### config.mk
export PLATFORM = sky130hd
export DESIGN_NAME = iq_framer
export DESIGN_NICKNAME = d
export VERILOG_FILES = /design/src/rtl/iq_framer.sv
export SDC_FILE = /design/constraint.sdc
export NUM_CORES = 1
export LEC_CHECK = 0
export CORE_UTILIZATION = 60
export CTS_BUF_LIST = sky130_fd_sc_hd__clkbuf_8
export CTS_CLUSTER_DIAMETER = 80
export DETAILED_ROUTE_END_ITERATION = 6
export PLACE_DENSITY = 0.78
export SYNTH_ARGS = -nofsm -noshare
export SYNTH_HDL_FRONTEND = slang
export SYNTH_SLANG_ARGS = --single-unit
### constraint.sdc
create_clock -name clk -period 5.37 [get_ports clk]
set_clock_uncertainty 0.1 [all_clocks]
set_input_delay 1.611 -clock clk [delete_from_list [all_inputs] [get_ports clk]]
set_output_delay 1.611 -clock clk [all_outputs]
set_load 0.01 [all_outputs]
### src/rtl/iq_framer.sv
// iq_framer: groups a gated I/Q sample stream into fixed-length frames and
// buffers them in a first-word-fall-through FIFO with AXI-Stream-like
// outputs. Samples that arrive while the FIFO is full are dropped and
// flagged.
// Optional build macro IQ_FRAMER_DROP_CNT_EN adds a saturating 16-bit
// dropped-sample counter output (drop_cnt).
module iq_framer #(
    parameter int DW         = 16,
    parameter int FRAME_LEN  = 1024,
    parameter int FIFO_DEPTH = 16
) (
    input  logic                 clk,
    input  logic                 reset_n,
    input  logic                 ce,
    input  logic                 enable,
    input  logic signed [DW-1:0] in_re,
    input  logic signed [DW-1:0] in_im,
    input  logic                 in_valid,
    input  logic                 clr_ovf,
    output logic [2*DW-1:0]      tdata_m,
    output logic                 tuser_m,
    output logic                 tlast_m,
    output logic                 tvalid_m,
    input  logic                 tready_m,
    output logic                 busy,
    output logic                 overflow
`ifdef IQ_FRAMER_DROP_CNT_EN
    ,
    output logic [15:0]          drop_cnt
`endif
);

    localparam int IW = $clog2(FRAME_LEN);
    localparam int AW = $clog2(FIFO_DEPTH);
    // FIFO entry layout: {tlast, tuser, im, re}
    localparam int EW = 2 * DW + 2;

    typedef enum logic [1:0] {
        IDLE   = 2'd0,
        RUN    = 2'd1,
        FINISH = 2'd2
    } state_t;

    state_t          state_q, state_d;
    logic [IW-1:0]   idx_q, idx_d;
    logic            overflow_q, overflow_d;

    logic [EW-1:0]   mem_q [FIFO_DEPTH];
    // Pointers carry one extra wrap bit so full and empty are distinguishable.
    logic [AW:0]     wr_ptr_q, rd_ptr_q;

    logic            fifo_empty;
    logic            fifo_full;
    logic            pop;
    logic            sample_in;
    logic            push;
    logic            drop;
    logic            idx_last;
    logic [EW-1:0]   wr_entry;
    logic [EW-1:0]   head;

    assign fifo_empty = (wr_ptr_q == rd_ptr_q);
    assign fifo_full  = (wr_ptr_q[AW] != rd_ptr_q[AW]) &&
                        (wr_ptr_q[AW-1:0] == rd_ptr_q[AW-1:0]);
    assign pop        = !fifo_empty && tready_m;

    // A sample is only considered while framing and with the input side enabled.
    assign sample_in  = ce && in_valid && (state_q != IDLE);
    // A full FIFO still accepts a write when the head leaves in the same cycle.
    assign push       = sample_in && (!fifo_full || pop);
    assign drop       = sample_in && !push;

    assign idx_last   = (idx_q == IW'(FRAME_LEN - 1));
    assign wr_entry   = {idx_last, (idx_q == '0), in_im, in_re};

    // Framing FSM next-state and sample index.
    // NOTE: every always_comb output gets a default first so no latch can be inferred.
    always_comb begin
        state_d = state_q;
        idx_d   = idx_q;
        if (push) begin
            idx_d = idx_last ? '0 : idx_q + 1'b1;
        end
        if (ce) begin
            case (state_q)
                IDLE: begin
                    if (enable) state_d = RUN;
                end
                RUN: begin
                    // Decide on the index after this cycle's write, so a sample
                    // landing with enable low is never left as an unfinished frame.
                    if (!enable) state_d = (idx_d == '0) ? IDLE : FINISH;
                end
                FINISH: begin
                    if (idx_d == '0) state_d = IDLE;
                end
                default: state_d = IDLE;
            endcase
        end
    end

    // Sticky overflow: a drop wins over a simultaneous clear.
    always_comb begin
        overflow_d = overflow_q;
        if (drop) begin
            overflow_d = 1'b1;
        end else if (clr_ovf) begin
            overflow_d = 1'b0;
        end
    end

    // State, index, overflow and FIFO pointer registers.
    // NOTE: sequential state uses non-blocking assignments so all registers update together at the edge.
    always_ff @(posedge clk or negedge reset_n) begin
        if (!reset_n) begin
            state_q    <= IDLE;
            idx_q      <= '0;
            overflow_q <= 1'b0;
            wr_ptr_q   <= '0;
            rd_ptr_q   <= '0;
        end else begin
            state_q    <= state_d;
            idx_q      <= idx_d;
            overflow_q <= overflow_d;
            if (push) wr_ptr_q <= wr_ptr_q + 1'b1;
            if (pop)  rd_ptr_q <= rd_ptr_q + 1'b1;
        end
    end

    // FIFO storage write port.
    // NOTE: storage is not reset; emptiness comes from the pointers and outputs are gated while empty.
    always_ff @(posedge clk) begin
        if (push) begin
            mem_q[wr_ptr_q[AW-1:0]] <= wr_entry;
        end
    end

    // First-word-fall-through read: the head entry drives the outputs directly.
    assign head     = mem_q[rd_ptr_q[AW-1:0]];
    assign tvalid_m = !fifo_empty;
    assign tdata_m  = fifo_empty ? '0 : head[2*DW-1:0];
    assign tuser_m  = !fifo_empty && head[2*DW];
    assign tlast_m  = !fifo_empty && head[2*DW+1];
    assign busy     = (state_q != IDLE);
    assign overflow = overflow_q;

`ifdef IQ_FRAMER_DROP_CNT_EN
    logic [15:0] drop_cnt_q, drop_cnt_d;

    // Dropped-sample count: saturates, and a clear coinciding with a drop restarts at one.
    always_comb begin
        drop_cnt_d = drop_cnt_q;
        if (clr_ovf) begin
            drop_cnt_d = drop ? 16'd1 : 16'd0;
        end else if (drop && (drop_cnt_q != 16'hFFFF)) begin
            drop_cnt_d = drop_cnt_q + 16'd1;
        end
    end

    // Dropped-sample counter register.
    always_ff @(posedge clk or negedge reset_n) begin
        if (!reset_n) begin
            drop_cnt_q <= '0;
        end else begin
            drop_cnt_q <= drop_cnt_d;
        end
    end

    assign drop_cnt = drop_cnt_q;
`endif

endmodule

==> results of run 1 <==
## metal layers
metal,vias up,share of wire,global-route usage
li1,4365,-,-
met1,5470,0.41,0.356
met2,472,0.50,0.388
met3,66,0.077,0.0416
met4,0,0.018,0.0785
met5,-,0,0
## sequential cells by signal, indices dropped and copies added (netlist names)
signal / cells
idx_q: 10
mem_q: 544
overflow: 1
rd_ptr_q: 5
state_q: 2
wr_ptr_q: 5
## synth_stat cells, types with 3 or more instances
cell	number	area [µm²]
xnor2_1	8	70.1
nor4_1	3	18.8
buf_1	4	15.0
clkbuf_1	20	75.1
nand3_1	8	40.0
buf_2	12	60.1
nor3_1	5	25.0
mux4_2	167	3760
edfxtp_1	544	16300
xor2_1	11	96.3
nor2_1	21	78.8
a21oi_1	3	15.0
ha_1	7	87.6
nor2b_1	35	219
nand2_1	24	90.1
nand2b_1	3	18.8
inv_1	8	30.0
mux4_1	3	78.8
o21ai_0	9	45.0
buf_6	14	158
dfrtp_1	23	576
mux2i_1	4	40.0
## final cells by class
class	count	area, µm²
inverters	9	33.8
fillers	2136	11200
clock buffers	90	1240
well taps	468	586
clock inverters	63	309
flip-flops and latches	567	16900
diodes	1	2.50
repair buffers	113	1200
multi-input cells	338	5010
## metrics by stage
step | std cells | total power, mW | hold slack, ns
6_report | 1649 | 12.3 | 0.389
2_1_floorplan | 965 | 7.91 | 0.362
5_1_grt | 1648 | 12.8 | 0.397
3_5_place_dp | 1495 | 9.28 | 0.382
3_3_place_gp | 1495 | 9.22 | 0.379
4_1_cts | 1648 | 12.5 | 0.393
## cells by family after synthesis
kind of cell / Yosys count / share of synthesized area
DFF: 567 / 0.763
muxes: 175 / 0.176
adders and majority gates: 7 / 0.00395
and+or+nand+nor: 113 / 0.0268
xor gates and xnor gates: 19 / 0.00751
AOI/OAI and AO/OA: 24 / 0.00717
buffers and inverters: 60 / 0.0163
## critical path, stage by stage, from the launching register on
cell             delay [ns]
dfrtp_4                0.68
buf_4                  0.42
mux4_2                 0.56
mux4_2                 0.49
nor2b_1                0.15
clkdlybuf4s50_1        0.49
## worst min path at each step
stage	startpoint	slack (ns)	endpoint
detailed placement	wr_ptr_q[4]	0.38	wr_ptr_q[4]
floorplan	wr_ptr_q[4]	0.36	wr_ptr_q[4]
global route	wr_ptr_q[4]	0.40	wr_ptr_q[4]
global placement	wr_ptr_q[4]	0.38	wr_ptr_q[4]
CTS	wr_ptr_q[4]	0.39	wr_ptr_q[4]
finish	wr_ptr_q[4]	0.39	wr_ptr_q[4]
## report_power, final
part	internal, mW	switching, mW
clock network	1.61	1.58
registers	5.05	0.213
logic	2.16	1.70
==> impl_results.md, run 1 <==
* Max FO, Critical Path at 19
* Initial core utilization at 0.607
* First-pass GRT wire length at roughly 67 mm
* Unrepaired setup endpoints after global routing: false
* Rows at 70
* Die area at around 38000 µm²
* Post-layout minimum cycle time at around 5.1 ns
* Gate Count Post-Synth at roughly 970
* Post-synth EDFFs at between 500 and 600
* Post-layout util at 0.693
* FF-to-FF setup slack at roughly 2.5 ns
* Initial antenna violation count at 2
* Synth warnings at 0
* Clock buffer count from CTS at between 80 and 90
* Critical path arrival at around 3.4 ns
* Reg2reg end: mem_q[14][31]
* Avg WL per Cell at around 27 µm
* Fmax at 195 MHz
* Largest net degree at the start of global routing at 55
* Avg Vias per Cell at about 6.3
* CTS resizes at 0
* Antenna Nets Post-Route at 0
* H-tree level count at 3
* CTS root buffer: clkbuf_8
* Synth Register Bits at around 570
* Synth Area per Inst at around 23 µm²
* Hold buffers post-CTS at 0
* Final hold viol count at 0
* Post-route setup TNS at 0 ns
* Worst ir drop on vdd at around 0.32 mV
* First DRT Iteration DRCs at 974
* Crit path kind: register to primary output
* Post-Route WL at around 45 mm
* Setup crit start kind: register
* Asr flop ratio synth at 0.0406
* Hold crit path type: register to register
* Placer congestion estimate at a little under 0.8
* Post-Layout Inst Area at roughly 25000 µm²
* PwrDens at roughly 490 nW/µm²
* Syn nets at between 1000 and 1500
* Critical path launch point: rd_ptr_q[0]
* Worst skew pair latency at 0.62 ns
* Final setup fails at 0
* Clk buf depth at 3
* Critical path endpoint: tdata_m[10]
* Final HPWL DP at 23.8 mm
* Dpl ws at approximately 0.83 ns
* Vias at slightly above 10000
* Slew at the pin with the worst max-slew slack at 0.934 ns
* Detailed-routing iteration count for the pre-antenna-repair pass at 5
* Final layout net count at 1160
* Reg-to-reg startpoint: rd_ptr_q[1]
* Final Max Tran Viols at 0
* Final setup margin at between 0.2 and 0.25 ns
* Worst hold path depth at 1
* Unique masters post-synth at between 40 and 50
* Number of global-route vias before repair at 10600
* Status: completed
* CP endpoint kind: primary output
* Reg2Reg Depth at 6
* I/O pin count at 76
* Die Height at a little under 200 µm
* Commonest non-fill, non-tap cell in the layout: edfxtp_1
* Port buffer count at 75
* # Post-CTS Setup Buffers at 0
* Core ar. at roughly 37000 µm²
* Synthesis-to-layout area growth at 14.1%
* Clock transition at path regs at ~0.06 ns
* Max-Cap Viols at 0
* CTS tree: done
* Clock sinks at 567
* WP data required at between 3 and 4 ns
* Top FF cell, synth: edfxtp_1
* Gr ovfl total at 0
* Number of remaining DRC errors at 0
* Total GRT Usage at 0.245
* Slew headroom at 0.377
* DP Area at about 24000 µm²
* Sequential-to-total area share from yosys stat at 0.763
* Most frequent cells in the layout: edfxtp_1, mux4_2, clkbuf_8, clkdlybuf4s50_1, nor2b_1
* Static Leak at slightly above 8 nW
* Die X at 194 µm
* Final period util at 0.957
* Post-Synthesis Cell Area at roughly 22000 µm²
* Layout cells sized above 1 at 0.286
(Power assumes the default switching activity.)
==> inputs of run 2 (changes only) <==
Settings changed: CORE_UTILIZATION 60 to 62, GPL_TIMING_DRIVEN set to 0, PLACE_DENSITY 0.78 to 0.81.
==> run 2 against run 1 <==
- worst setup slack lost 0.14 ns
- via count grew 7.0%
- combinational power grew 13%
- clock power grew 4%
- hold slack gained 0.013 ns
- global-route usage grew 3.8 points
- sequential power shrank 2%
- non-clock buffer count grew 45
- clock-buffer cell count shrank 1
- final cell count grew 2.1%
- total power grew 4.1%
- first-iteration DRC count grew 34%
==> impl_results.md, run 2 (synthesized netlist as in run 1, its figures left out) <==
* Antenna Nets Post-Route at 0 (unchanged)
* Post-Route WL at 49.2 mm (+10%)
* Clock buffer count from CTS at 85 (unchanged)
* Synthesis-to-layout area growth at 16.0%
* Sequential cell fraction of total power at 0.400 (-0.028)
* CP dominant cell by count: buf_2
* Largest register FFs at 544 (unchanged)
* Sw Share at 0.298 (+0.0139)
* Setup crit start kind: register
* PwrDens at 499 nW/µm² (+2.5%)
* Post-layout util at 0.737 (+0.0443)
* Static Leak at 8.41 nW (+3.3%)
* Clock sinks at 567 (unchanged)
* Clock power frac at 0.258 (about the same)
* Post-Layout Inst Area at 25700 µm² (+1.6%)
* Rows at 68 (-2.9%)
* I/O pin count at 76 (unchanged)
* Slew at the pin with the worst max-slew slack at 1.20 ns (+0.264 ns)
* Clk buf depth at 3 (unchanged)
* Fill count at 1866 (-13%)
* Number of remaining DRC errors at 0 (unchanged)
* CTS tree: done
* Final setup fails at 0 (unchanged)
* Hold crit path type: register to register
* CP max stage delay at 0.62 ns (-0.06 ns)
* Switching power total at 3.82 mW (+9.2%)
* First DRT Iteration DRCs at 1306 (+34%)
* Gr ovfl total at 0 (unchanged)
* Worst hold slack at 0.402 ns (+0.0126 ns)
* Reg-to-reg startpoint: rd_ptr_q[3]
* Final hold viol count at 0 (unchanged)
* Most frequent cells in the layout: edfxtp_1, mux4_2, clkbuf_8, clkdlybuf4s50_1, inv_1
* Final setup margin at 0.0850 ns (-0.144 ns)
* Die Height at 191 µm (-1.6%)
* Worst skew pair latency at 0.65 ns (+0.03 ns)
* Status: completed
* Final HPWL DP at 29.8 mm (+25%)
* CP endpoint kind: primary output
* # Post-CTS Setup Buffers at 0 (unchanged)
* Post-Layout Cell Count at 1683 (+2.1%)
* Clock transition at path regs at 0.07 ns (about the same)
* Die X at 191 µm (-1.6%)
* Largest net degree at the start of global routing at 24 (-56%)
* Pint at 9.01 mW (+2.1%)
* Critical-path top delay cell: nor4_2
* Core ar. at 34900 µm² (-4.5%)
* Initial antenna violation count at 1 (-1)
* Post-layout minimum cycle time at 5.28 ns (+0.144 ns)
* Layout cells sized above 1 at 0.303 (+0.0173)
* Port buffer count at 75 (unchanged)
* Final period util at 0.984 (+0.0268)
* Max FO, Critical Path at 10 (-9)
* Critical path arrival at 3.57 ns (+0.14 ns)
* Unrepaired setup endpoints after global routing: false
* Crit path kind: register to primary output
* Placer congestion estimate at 0.854 (+8.7%)
* Initial core utilization at 0.636 (+0.0285)
* Number of global-route vias before repair at 11500 (+7.9%)
* Detailed-routing iteration count for the pre-antenna-repair pass at 6 (+1)
* Max-Cap Viols at 0 (unchanged)
* Worst ir drop on vdd at 0.315 mV (-1.3%)
* First-pass GRT wire length at 72.3 mm (+8.5%)
* Avg WL per Cell at 29.2 µm (+8.1%)
* Dpl ws at 0.349 ns (-0.484 ns)
* Final layout net count at 1205 (+3.9%)
* Fmax at 189 MHz (-2.7%)
* CP cell instances: buf_2, xor2_1, nor4_2, and2_1, buf_2, clkbuf_2, nor2b_1, clkdlybuf4s50_1
* DP Area at 24100 µm² (+1.4%)
* Critical path launch point: rd_ptr_q[3]
* Avg Vias per Cell at 6.60 (+4.8%)
* CTS root buffer: clkbuf_8
* Die area at 36500 µm² (-3.2%)
* Top Family by Delay on Critical Path: buffers and inverters
* Vias at 11100 (+7.0%)
* Final Max Tran Viols at 0 (unchanged)
* Total GRT Usage at 0.283 (+0.0380)
* Comb pwr share at 0.342 (+0.029)
* WP buf/inv at 4 (+2)
* H-tree level count at 3 (unchanged)
* WP data required at 3.66 ns (about the same)
* Slew headroom at 0.199 (-0.178)
* Hold Startpoint: wr_ptr_q[4]
* Placed cells at 1527 (+2.1%)
* Antenna cell count at 0 (-1)
* Commonest non-fill, non-tap cell in the layout: edfxtp_1
run 2: cell type report:
cell class | instances | area, µm² | area share
repair buffers | 107 | 1230 | 0.0477
plain buffers | 51 | 354 | 0.0138
flip-flops and latches | 567 | 16900 | 0.658
clock inverters | 67 | 380 | 0.0148
inverters | 9 | 33.8 | 0.00131
clock buffers | 89 | 1220 | 0.0476
well taps | 455 | 569 | 0.0221
multi-input cells | 338 | 5010 | 0.195
run 2: worst paths after layout:
kind | to | slack (ns) | depth (start not counted)
worst max-delay path | tdata_m[4] | 0.09 | 8
worst min-delay path | wr_ptr_q[4] | 0.40 | 1
worst max register to register | mem_q[0][0] | 1.76 | 9
worst min register to register | wr_ptr_q[4] | 0.40 | 1
max in group asynchronous | rd_ptr_q[0] | 2.94 | 1
min in group asynchronous | idx_q[4] | 1.50 | 1
run 2: what timing repair did:
item / 4_1_cts / 5_1_grt
cloned: 0 / 0
hold buffers: 0 / 0
gates resized for setup: 15 / 4
endpoints found under the setup margin: 34 / 30
run 2: through the flow:
| stage | power [mW] | setup TNS (ns) |
|---|---|---|
| CTS | 12.9 | 0 |
| detailed placement | 9.58 | 0 |
| global route | 13.3 | 0 |
| finish | 12.8 | 0 |
| floorplan | 7.91 | 0 |
| global placement | 9.39 | -1044.38 |
run 2: layer usage:
layer  GRT usage  part of all wire  vias to the layer above
met4       0.104             0.030                        2
met2       0.443              0.49                      718
met5           0           0.00031                        -
met3      0.0690              0.10                      133
li1            -                 -                     4459
met1       0.395              0.38                     5788
run 2: power by group through the flow:
stage,clock (mW),combinational (mW),sequential (mW)
6_report,3.31,4.38,5.14
5_1_grt,3.54,4.62,5.14
4_1_cts,3.34,4.41,5.13
3_5_place_dp,0,4.36,5.22
3_3_place_gp,0,4.16,5.22
2_1_floorplan,0,2.71,5.20
==> inputs of run 3 (changes only) <==
Settings changed: SETUP_SLACK_MARGIN set to 0.02.
==> run 3 against run 2 <==
- flip-flop and latch count unchanged
- first-iteration DRC count shrank 4.9%
- final cell count did not move
==> impl_results.md, run 3 (synthesized netlist as in run 1, its figures left out) <==
* Number of global-route vias before repair at 11500 (unchanged)
* Worst ir drop on vdd at 0.314 mV (-0.34%)
* Critical path arrival at 3.57 ns (about the same)
* Placed cells at 1527 (unchanged)
* Layout cells sized above 1 at 0.303 (unchanged)
* Sw Share at 0.298 (about the same)
* Hold buffers post-CTS at 0 (unchanged)
* Gr ovfl total at 0 (unchanged)
* Total GRT Usage at 0.283 (unchanged)
* Largest register FFs at 544 (unchanged)
* # Post-CTS Setup Buffers at 0 (unchanged)
* Synthesis-to-layout area growth at 16.0% (about the same)
* Core ar. at 34900 µm² (unchanged)
* Clock power frac at 0.257 (about the same)
* Vias at 11000 (-0.47%)
* WP data required at 3.66 ns (about the same)
* Antenna cell count at 0 (unchanged)
* Final layout net count at 1205 (unchanged)
* CP endpoint kind: primary output
* Max-Cap Viols at 0 (unchanged)
* First DRT Iteration DRCs at 1242 (-4.9%)
* Switching power total at 3.83 mW (+0.20%)
* CP cell instances: buf_2, clkbuf_2, mux4_2, mux4_2, nor2b_1, clkdlybuf4s50_1
* Final HPWL DP at 29.8 mm (unchanged)
* Critical-path top delay cell: mux4_2
* Clk buf depth at 3 (unchanged)
* Post-Layout Cell Count at 1683 (unchanged)
* Crit path kind: register to primary output
* Fmax at 189 MHz (about the same)
* CTS root buffer: clkbuf_8
* Post-Route WL at 49.2 mm (+0.13%)
* Initial core utilization at 0.636 (unchanged)
* Die X at 191 µm (unchanged)
* Worst hold slack at 0.395 ns (-0.00694 ns)
* Post-route setup TNS at 0 ns (unchanged)
* CP dominant cell by count: mux4_2
* Port buffer count at 75 (unchanged)
* Antenna Nets Post-Route at 0 (unchanged)
* Post-layout util at 0.737 (about the same)
* Most frequent cells in the layout: edfxtp_1, mux4_2, clkbuf_8, clkdlybuf4s50_1, inv_1
* Number of remaining DRC errors at 0 (unchanged)
* Top Family by Delay on Critical Path: buffers and inverters
* I/O pin count at 76 (unchanged)
* PnR Total Power at 12.8 mW (+0.11%)
* Static Leak at 8.41 nW (about the same)
* Initial antenna violation count at 1 (unchanged)
* Placer congestion estimate at 0.854 (unchanged)
* Comb pwr share at 0.343 (about the same)
* Die Height at 191 µm (unchanged)
* Commonest non-fill, non-tap cell in the layout: edfxtp_1
* WP buf/inv at 3 (-1)
* Rows at 68 (unchanged)
* Final hold viol count at 0 (unchanged)
* Largest net degree at the start of global routing at 24 (unchanged)
* Final setup fails at 0 (unchanged)
* First-pass GRT wire length at 72.3 mm (unchanged)
* Slew headroom at 0.211 (+0.0125)
* Avg WL per Cell at 29.2 µm (+0.13%)
* CP max stage delay at 0.54 ns (-0.08 ns)
* Final period util at 0.983 (about the same)
* Avg Vias per Cell at 6.56 (-0.47%)
* Post-layout minimum cycle time at 5.28 ns (-0.00500 ns)
* Status: completed
* Max FO, Critical Path at 10 (unchanged)
* Worst skew pair latency at 0.65 ns (about the same)
* Clock buffer count from CTS at 85 (unchanged)
* Sequential cell fraction of total power at 0.400 (about the same)
* Pint at 9.01 mW (about the same)
* Die area at 36500 µm² (unchanged)
* Clock sinks at 567 (unchanged)
* Detailed-routing iteration count for the pre-antenna-repair pass at 5 (-1)
* Hold crit path type: register to register
* PwrDens at 499 nW/µm² (about the same)
* Slew at the pin with the worst max-slew slack at 1.18 ns (-0.0187 ns)
* Unrepaired setup endpoints after global routing: false
* CTS tree: done
* Final Max Tran Viols at 0 (unchanged)
* H-tree level count at 3 (unchanged)
* Clock transition at path regs at 0.07 ns (about the same)
* Setup crit start kind: register
## run 3: cell types whose count changed in the layout (fill, tap and decap cells not counted)
cell,delta
nor4_2,-1
clkbuf_2,-1
nor4_4,+1
clkdlybuf4s15_2,+1
## run 3: cell type report
cell class / instances / area (µm²)
Buffer: 51 / 360
Sequential cell: 567 / 16900
Clock inverter: 67 / 380
Inverter: 9 / 33.8
Multi-Input combinational cell: 338 / 5020
Tap cell: 455 / 569
Clock buffer: 89 / 1220
Timing Repair Buffer: 107 / 1230
Fill cell: 1865 / 9160
## run 3: worst paths after layout
path                              from  depth (start not counted)            to  slack [ns]
max in group asynchronous      reset_n                          1   rd_ptr_q[0]        2.96
hold reg to reg            wr_ptr_q[4]                          1   wr_ptr_q[4]        0.39
hold / removal             wr_ptr_q[4]                          1   wr_ptr_q[4]        0.39
setup reg to reg           rd_ptr_q[3]                          9  mem_q[0][29]        1.67
setup / recovery           rd_ptr_q[1]                          6   tdata_m[13]        0.09
min in group asynchronous      reset_n                          1    state_q[0]        1.50
## run 3: power by group through the flow
| stage | combinational, mW | clock (mW) | sequential, mW |
|---|---|---|---|
| detailed placement | 4.36 | 0 | 5.22 |
| finish | 4.40 | 3.31 | 5.14 |
| global route | 4.64 | 3.54 | 5.14 |
| CTS | 4.41 | 3.34 | 5.13 |
| global placement | 4.16 | 0 | 5.22 |
| floorplan | 2.71 | 0 | 5.20 |
## run 3: metal layers
metal  up-vias  routed length (µm)  global-route usage  part of all wire
li1       4451                   -                   -                 -
met1      5777               18600               0.395              0.38
met2       691               24200               0.443              0.49
met3       127                5020              0.0690              0.10
met4         2                1410               0.104             0.029
met5         -                  15                   0           0.00030
## run 3: through the flow
stage,area (µm²),setup slack [ns]
2_1_floorplan,22200,0.0421
3_5_place_dp,24100,0.349
6_report,25700,0.0900
4_1_cts,25700,0.0271
3_3_place_gp,23500,-3.69
5_1_grt,25700,0.0602
## run 3: worst register-to-register path, cell delays in order, from the launching register on
cell,delay (ns)
dfrtp_1,0.32
buf_2,0.29
xor2_1,0.28
nor4_4,0.12
a21oi_2,0.34
clkbuf_1,0.48
nand2_1,0.38
nor3_2,0.64
buf_6,0.27
buf_4,0.19
## run 3: repair_timing
action	4_1_cts	5_1_grt
endpoints found under the hold margin	0	0
setup endpoints to repair	34	11
gates resized for setup	17	2
